**src/rtl/mem_loader_if.sv**
```systemverilog
// Source-side word stream into the memory loader: valid/data from the source, ready back from the loader.
interface mem_loader_if;
  logic        in_valid;
  logic [31:0] in_data;
  logic        in_ready;

  modport master (output in_valid, output in_data, input in_ready);
  modport slave  (input in_valid, input in_data, output in_ready);
endinterface

```
**src/rtl/mem_loader.sv**
```systemverilog
// Streams K, W1 and W2 words from a valid/ready source into three single-port memories
// sharing one address/data bus, issuing each write one cycle after the word is accepted.
module mem_loader #(
  parameter int NUM_ADDR = 5,
  parameter int K_WORDS  = 2,
  parameter int W1_WORDS = 8,
  parameter int W2_WORDS = 8
) (
  input  logic                clk,
  input  logic                rst,
  input  logic                learn,
  mem_loader_if.slave         src,
  output logic                busy,
  output logic                done,
  output logic [NUM_ADDR-1:0] MEM_A,
  output logic [31:0]         MEM_IDATA,
  output logic                MEM_WEB,
  output logic                MEM_OEB,
  output logic                KMEM_CSB,
  output logic                W1MEM_CSB,
  output logic                W2MEM_CSB
);

  typedef enum logic [2:0] {IDLE, LOAD_K, LOAD_W1, LOAD_W2, DONE} state_e;

  localparam logic [NUM_ADDR-1:0] K_LAST  = NUM_ADDR'(K_WORDS - 1);
  localparam logic [NUM_ADDR-1:0] W1_LAST = NUM_ADDR'(W1_WORDS - 1);
  localparam logic [NUM_ADDR-1:0] W2_LAST = NUM_ADDR'(W2_WORDS - 1);

  state_e              state_q, state_d, region_next;
  logic [NUM_ADDR-1:0] cnt_q, cnt_d;
  logic [NUM_ADDR-1:0] mem_a_q;
  logic [31:0]         mem_idata_q;
  logic                web_q, kcsb_q, w1csb_q, w2csb_q;
  logic                busy_q, done_q;
  logic                accept, last;

  assign src.in_ready = (state_q == LOAD_K) || (state_q == LOAD_W1) || (state_q == LOAD_W2);
  assign accept       = src.in_ready && src.in_valid;

  always_comb begin
    // NOTE: every combinational output gets a default first so no path can infer a latch.
    state_d     = state_q;
    cnt_d       = cnt_q;
    last        = 1'b0;
    region_next = IDLE;
    unique case (state_q)
      IDLE: begin
        if (learn) begin
          state_d = LOAD_K;
          cnt_d   = '0;
        end
      end
      LOAD_K: begin
        last        = (cnt_q == K_LAST);
        region_next = LOAD_W1;
      end
      LOAD_W1: begin
        last        = (cnt_q == W1_LAST);
        region_next = LOAD_W2;
      end
      LOAD_W2: begin
        last        = (cnt_q == W2_LAST);
        region_next = DONE;
      end
      DONE:    state_d = IDLE;
      default: state_d = IDLE;
    endcase
    // The last word of a region hands over to the next region on the same edge, so no bubble.
    if (accept) begin
      if (last) begin
        cnt_d   = '0;
        state_d = region_next;
      end else begin
        cnt_d = cnt_q + 1'b1;
      end
    end
  end

  // NOTE: all state here uses non-blocking assignments so every register samples pre-edge values.
  always_ff @(posedge clk) begin
    if (rst) begin
      // NOTE: the bus registers are reset too, so the memories see a defined idle bus after reset.
      state_q     <= IDLE;
      cnt_q       <= '0;
      mem_a_q     <= '0;
      mem_idata_q <= '0;
      web_q       <= 1'b1;
      kcsb_q      <= 1'b1;
      w1csb_q     <= 1'b1;
      w2csb_q     <= 1'b1;
      busy_q      <= 1'b0;
      done_q      <= 1'b0;
    end else begin
      state_q <= state_d;
      cnt_q   <= cnt_d;
      web_q   <= !accept;
      kcsb_q  <= !(accept && state_q == LOAD_K);
      w1csb_q <= !(accept && state_q == LOAD_W1);
      w2csb_q <= !(accept && state_q == LOAD_W2);
      busy_q  <= (state_d != IDLE);
      done_q  <= accept && last && (state_q == LOAD_W2);
      if (accept) begin
        mem_a_q     <= cnt_q;
        mem_idata_q <= src.in_data;
      end
    end
  end

  assign MEM_A     = mem_a_q;
  assign MEM_IDATA = mem_idata_q;
  assign MEM_WEB   = web_q;
  assign MEM_OEB   = 1'b1;
  assign KMEM_CSB  = kcsb_q;
  assign W1MEM_CSB = w1csb_q;
  assign W2MEM_CSB = w2csb_q;
  assign busy      = busy_q;
  assign done      = done_q;

endmodule

```
**src/flat_wrapper.sv**
```systemverilog
// flat-port wrapper written by rule: the top's interface ports become plain ports
module mem_loader_flat 
#(
  parameter int NUM_ADDR = 5,
  parameter int K_WORDS  = 2,
  parameter int W1_WORDS = 8,
  parameter int W2_WORDS = 8
)
  (clk, rst, learn, busy, done, MEM_A, MEM_IDATA, MEM_WEB, MEM_OEB, KMEM_CSB, W1MEM_CSB, W2MEM_CSB, src_in_valid, src_in_data, src_in_ready);
  mem_loader_if src_i ();
  input  logic clk;
  input  logic rst;
  input  logic learn;
  output logic busy;
  output logic done;
  output logic [NUM_ADDR-1:0] MEM_A;
  output logic [31:0] MEM_IDATA;
  output logic MEM_WEB;
  output logic MEM_OEB;
  output logic KMEM_CSB;
  output logic W1MEM_CSB;
  output logic W2MEM_CSB;
  input wire logic [$bits(src_i.in_valid)-1:0] src_in_valid;
  input wire logic [$bits(src_i.in_data)-1:0] src_in_data;
  output wire logic [$bits(src_i.in_ready)-1:0] src_in_ready;
  assign src_i.in_valid = src_in_valid;
  assign src_i.in_data = src_in_data;
  assign src_in_ready = src_i.in_ready;
  mem_loader #(.NUM_ADDR(NUM_ADDR), .K_WORDS(K_WORDS), .W1_WORDS(W1_WORDS), .W2_WORDS(W2_WORDS)) u_core (.clk(clk), .rst(rst), .learn(learn), .src(src_i), .busy(busy), .done(done), .MEM_A(MEM_A), .MEM_IDATA(MEM_IDATA), .MEM_WEB(MEM_WEB), .MEM_OEB(MEM_OEB), .KMEM_CSB(KMEM_CSB), .W1MEM_CSB(W1MEM_CSB), .W2MEM_CSB(W2MEM_CSB));
endmodule
```
**config.mk**
```make
export PLATFORM = sky130hd
export DESIGN_NAME = mem_loader_flat
export DESIGN_NICKNAME = d
export VERILOG_FILES = /design/src/rtl/mem_loader_if.sv /design/src/rtl/mem_loader.sv /design/src/flat_wrapper.sv
export SDC_FILE = /design/constraint.sdc
export NUM_CORES = 1
export LEC_CHECK = 0
export CAP_MARGIN = 20
export CORE_MARGIN = 4
export CORE_UTILIZATION = 30
export CTS_CLUSTER_SIZE = 24
export DETAILED_ROUTE_END_ITERATION = 10
export HOLD_SLACK_MARGIN = 0.06
export PLACE_DENSITY = 0.63
export SETUP_SLACK_MARGIN = 0.3
export SYNTH_ARGS = -nofsm -noshare
export SYNTH_HDL_FRONTEND = slang
export SYNTH_SLANG_ARGS = --single-unit
```
**constraint.sdc**
```tcl
create_clock -name clk -period 2.65 [get_ports clk]
set_clock_uncertainty 0.1 [all_clocks]
set_input_delay 0.795 -clock clk [delete_from_list [all_inputs] [get_ports clk]]
set_output_delay 0.795 -clock clk [all_outputs]
set_load 0.005 [all_outputs]
```
==> flow_metrics.env <==
export IMPL_status="finished clean"
export IMPL_cts_made_buffers=5
export IMPL_worstSetupEndpointType="register"
export IMPL_nets=351
export IMPL_drv_max_cap_violation_count=0
export IMPL_synth_enable_flop_cells=0
export IMPL_syn_area_per_cell_um2=8.277
export IMPL_clock_fmax_ghz=0.4752
export IMPL_die_area_um2=7957
export IMPL_clock_insertion_delay_worst_skew_ps=290
export IMPL_synth_net_count=276
export IMPL_post_syn_instances=239
export IMPL_drtIter0Drc=56
export IMPL_yosys_top_cells_area="sky130_fd_sc_hd__dfxtp_1, sky130_fd_sc_hd__nand2_1, sky130_fd_sc_hd__a21oi_1"
export IMPL_max_vdd_ir_drop_uv=227.3
export IMPL_fin_setup_tns_ps=0
export IMPL_setup_repair_after_global_routing_missed_its_margin="no"
export IMPL_timing_final_setup_violations=0
export IMPL_timing_critical_path_fanout_max=6
export IMPL_grt_pass1_vias=1712
export IMPL_avgRoutedWirePerCell_um=12.52
export IMPL_min_delay_path_class="reg -> reg"
export IMPL_endpoint_required_time_on_the_critical_path_ps=2780
export IMPL_min_path_cells=2
export IMPL_antenna_found_initial=0
export IMPL_drive_gt1_share_pct=7.006
export IMPL_critical_path_arrival_ps=2230
export IMPL_gr_total_overflow=0
export IMPL_synth_yosys_seq_area_share_pct=51.61
export IMPL_clk_path_buf_depth=2
export IMPL_antenna_cells=0
export IMPL_cp_start_kind="primary input"
export IMPL_min_period_over_period_pct=79.42
export IMPL_synth_top_area_share_pct=51.61
export IMPL_grt_util_met1_pct=15.64
export IMPL_slew_violations=0
export IMPL_groute_usage_overall_pct=12.46
export IMPL_cell_count_of_the_worst_reg_to_reg_path=4
export IMPL_chipHeight_um=89.20
export IMPL_groute_layer_met3_usage_pct=4.332
export IMPL_drt_pre_antenna_iters=4
export IMPL_drtAntennaViolNets=0
export IMPL_power_static_leakage_nw=1.041
export IMPL_port_buffer_count=79
export IMPL_clock_sinks=51
export IMPL_cts_tree="done"
export IMPL_use_met2_pct=20.43
export IMPL_timing_worst_setup_path_type="in -> reg"
export IMPL_most_common_layout_cells="sky130_fd_sc_hd__nand2_1, sky130_fd_sc_hd__clkdlybuf4s50_1, sky130_fd_sc_hd__dfxtp_1"
export IMPL_finalWirelength_mm=4.896
export IMPL_fin_total_pwr_mw=1.546
export IMPL_wire_length_of_the_first_global_routing_pass_mm=7.900
export IMPL_yosys_warnings=0
export IMPL_dp_hpwl_mm=3.444
export IMPL_cts_reportedPaths_clkPinSlew_ps=90
export IMPL_report_final_hold_viol_count=0
export IMPL_fill_cells=644
export IMPL_grt_busiest_layer="met2"
export IMPL_viasPerCell=4.604
export IMPL_drc=0
export IMPL_clock_root_buffer="sky130_fd_sc_hd__clkbuf_8"
export IMPL_grt_max_degree=27
export IMPL_synth_cell_types=41
export IMPL_power_per_cell_area_nw_per_um2=530.6
export IMPL_die_width_um=89.20
export IMPL_place_congestion=0.7635
export IMPL_initial_core_util_pct=30.98
export IMPL_syn_to_final_growth_pct=47.25
export IMPL_timing_final_crit_period_ps=2105
export IMPL_synth_area_leader_cell="sky130_fd_sc_hd__dfxtp_1"
export IMPL_floorplan_rows=29
export IMPL_htree_levels=2
export IMPL_num_io_pins=81
export IMPL_ys_async_sr_fraction_pct=0
export IMPL_number_of_vias_in_the_routed_layout=1800
export IMPL_synth_seq_cells=51
export IMPL_synthesis_area_um2=1978
export IMPL_core_area_um2=6386
export IMPL_ys_dominant_reg_cell="sky130_fd_sc_hd__dfxtp_1"
[cell type report]
type / count / area [um^2] / share of cell area [%]
Clock buffer: 6 / 72.57 / 2.491
Sequential cell: 51 / 1030 / 35.35
Multi-Input combinational cell: 169 / 847.1 / 29.08
Timing Repair Buffer: 84 / 825.8 / 28.35
Inverter: 3 / 11.26 / 0.3866
Clock inverter: 1 / 30.03 / 1.031
Tap cell: 77 / 96.34 / 3.308
[routing by layer]
layer  vias to the layer above  wire [um]
met5                         -          0
met4                         0         23
met2                        47       2301
met3                         2        355
met1                       810       2215
li1                        941          -
[stage by stage]
stage,cells,setup slack (ps),cell area (um^2),utilization (%),hold WS [ps]
2_1_floorplan,239,896.2,1978,-,352.7
3_3_place_gp,384,247.3,2796,43.79,340.8
3_5_place_dp,384,232.3,2796,43.79,347.0
4_1_cts,391,309.6,2902,45.43,360.8
5_1_grt,391,437.6,2913,45.61,376.7
6_report,391,545.4,2913,45.61,356.6
[registers in the layout (all words and copies together), names as in the netlist, 3 cells and up]
signal,cells
u_core.state_q,3
u_core.cnt_q,5
u_core.MEM_A,5
u_core.MEM_IDATA,32
[report_power, final]
group / internal (mW) / total (mW) / switching, mW
clock network: 0.277 / 0.524 / 0.247
registers: 0.794 / 0.812 / 0.0175
logic: 0.124 / 0.210 / 0.0862
[worst max-delay path, cell delays in order]
cell and delay, ps:
sky130_fd_sc_hd__clkdlybuf4s50_1 550, sky130_fd_sc_hd__and2b_1 180, sky130_fd_sc_hd__nand2_2 70, sky130_fd_sc_hd__or4_1 510, sky130_fd_sc_hd__a21oi_1 120
[kinds of logic after synthesis]
kind of cell	count (synthesis)	synth area share (%)
and+or+nand+nor	111	24.80
AOI/OAI and AO/OA	52	14.80
DFF	51	51.61
buffers and inverters	19	5.692
muxes	3	1.834
adders and majority gates	1	0.6324
other	1	0.1896
xor gates and xnor gates	1	0.4428
[path summary, 6_finish.rpt]
check	start	to	slack [ps]
setup / recovery	src_in_valid	u_core.cnt_q[3]	550
hold / removal	u_core.MEM_IDATA[27]	u_core.MEM_IDATA[27]	360
setup reg to reg	u_core.cnt_q[2]	u_core.cnt_q[1]	1020
hold reg to reg	u_core.MEM_IDATA[27]	u_core.MEM_IDATA[27]	360
[Yosys cell counts (2+ instances only)]
master                     number
sky130_fd_sc_hd__or3_1          2
sky130_fd_sc_hd__buf_6          3
sky130_fd_sc_hd__nor2_1         7
sky130_fd_sc_hd__nor4_1         3
sky130_fd_sc_hd__buf_2          3
sky130_fd_sc_hd__inv_1          3
sky130_fd_sc_hd__clkbuf_1       6
sky130_fd_sc_hd__nand3_1        4
sky130_fd_sc_hd__or4b_1         2
sky130_fd_sc_hd__nand2b_1       4
sky130_fd_sc_hd__dfxtp_1       51
sky130_fd_sc_hd__buf_4          4
sky130_fd_sc_hd__nor3_1         2
sky130_fd_sc_hd__a211oi_1       2
sky130_fd_sc_hd__o21ai_0        2
sky130_fd_sc_hd__a21oi_1       40
sky130_fd_sc_hd__nand2_1       77
[timing repair]
item	4_1_cts	5_1_grt
setup buffers	0	0
hold buffers	0	0
setup endpoints to repair	1	1
endpoints found under the hold margin	0	0
gates cloned	0	0
pin swaps	0	0
resized for setup	2	5
(Power assumes the default switching activity.)
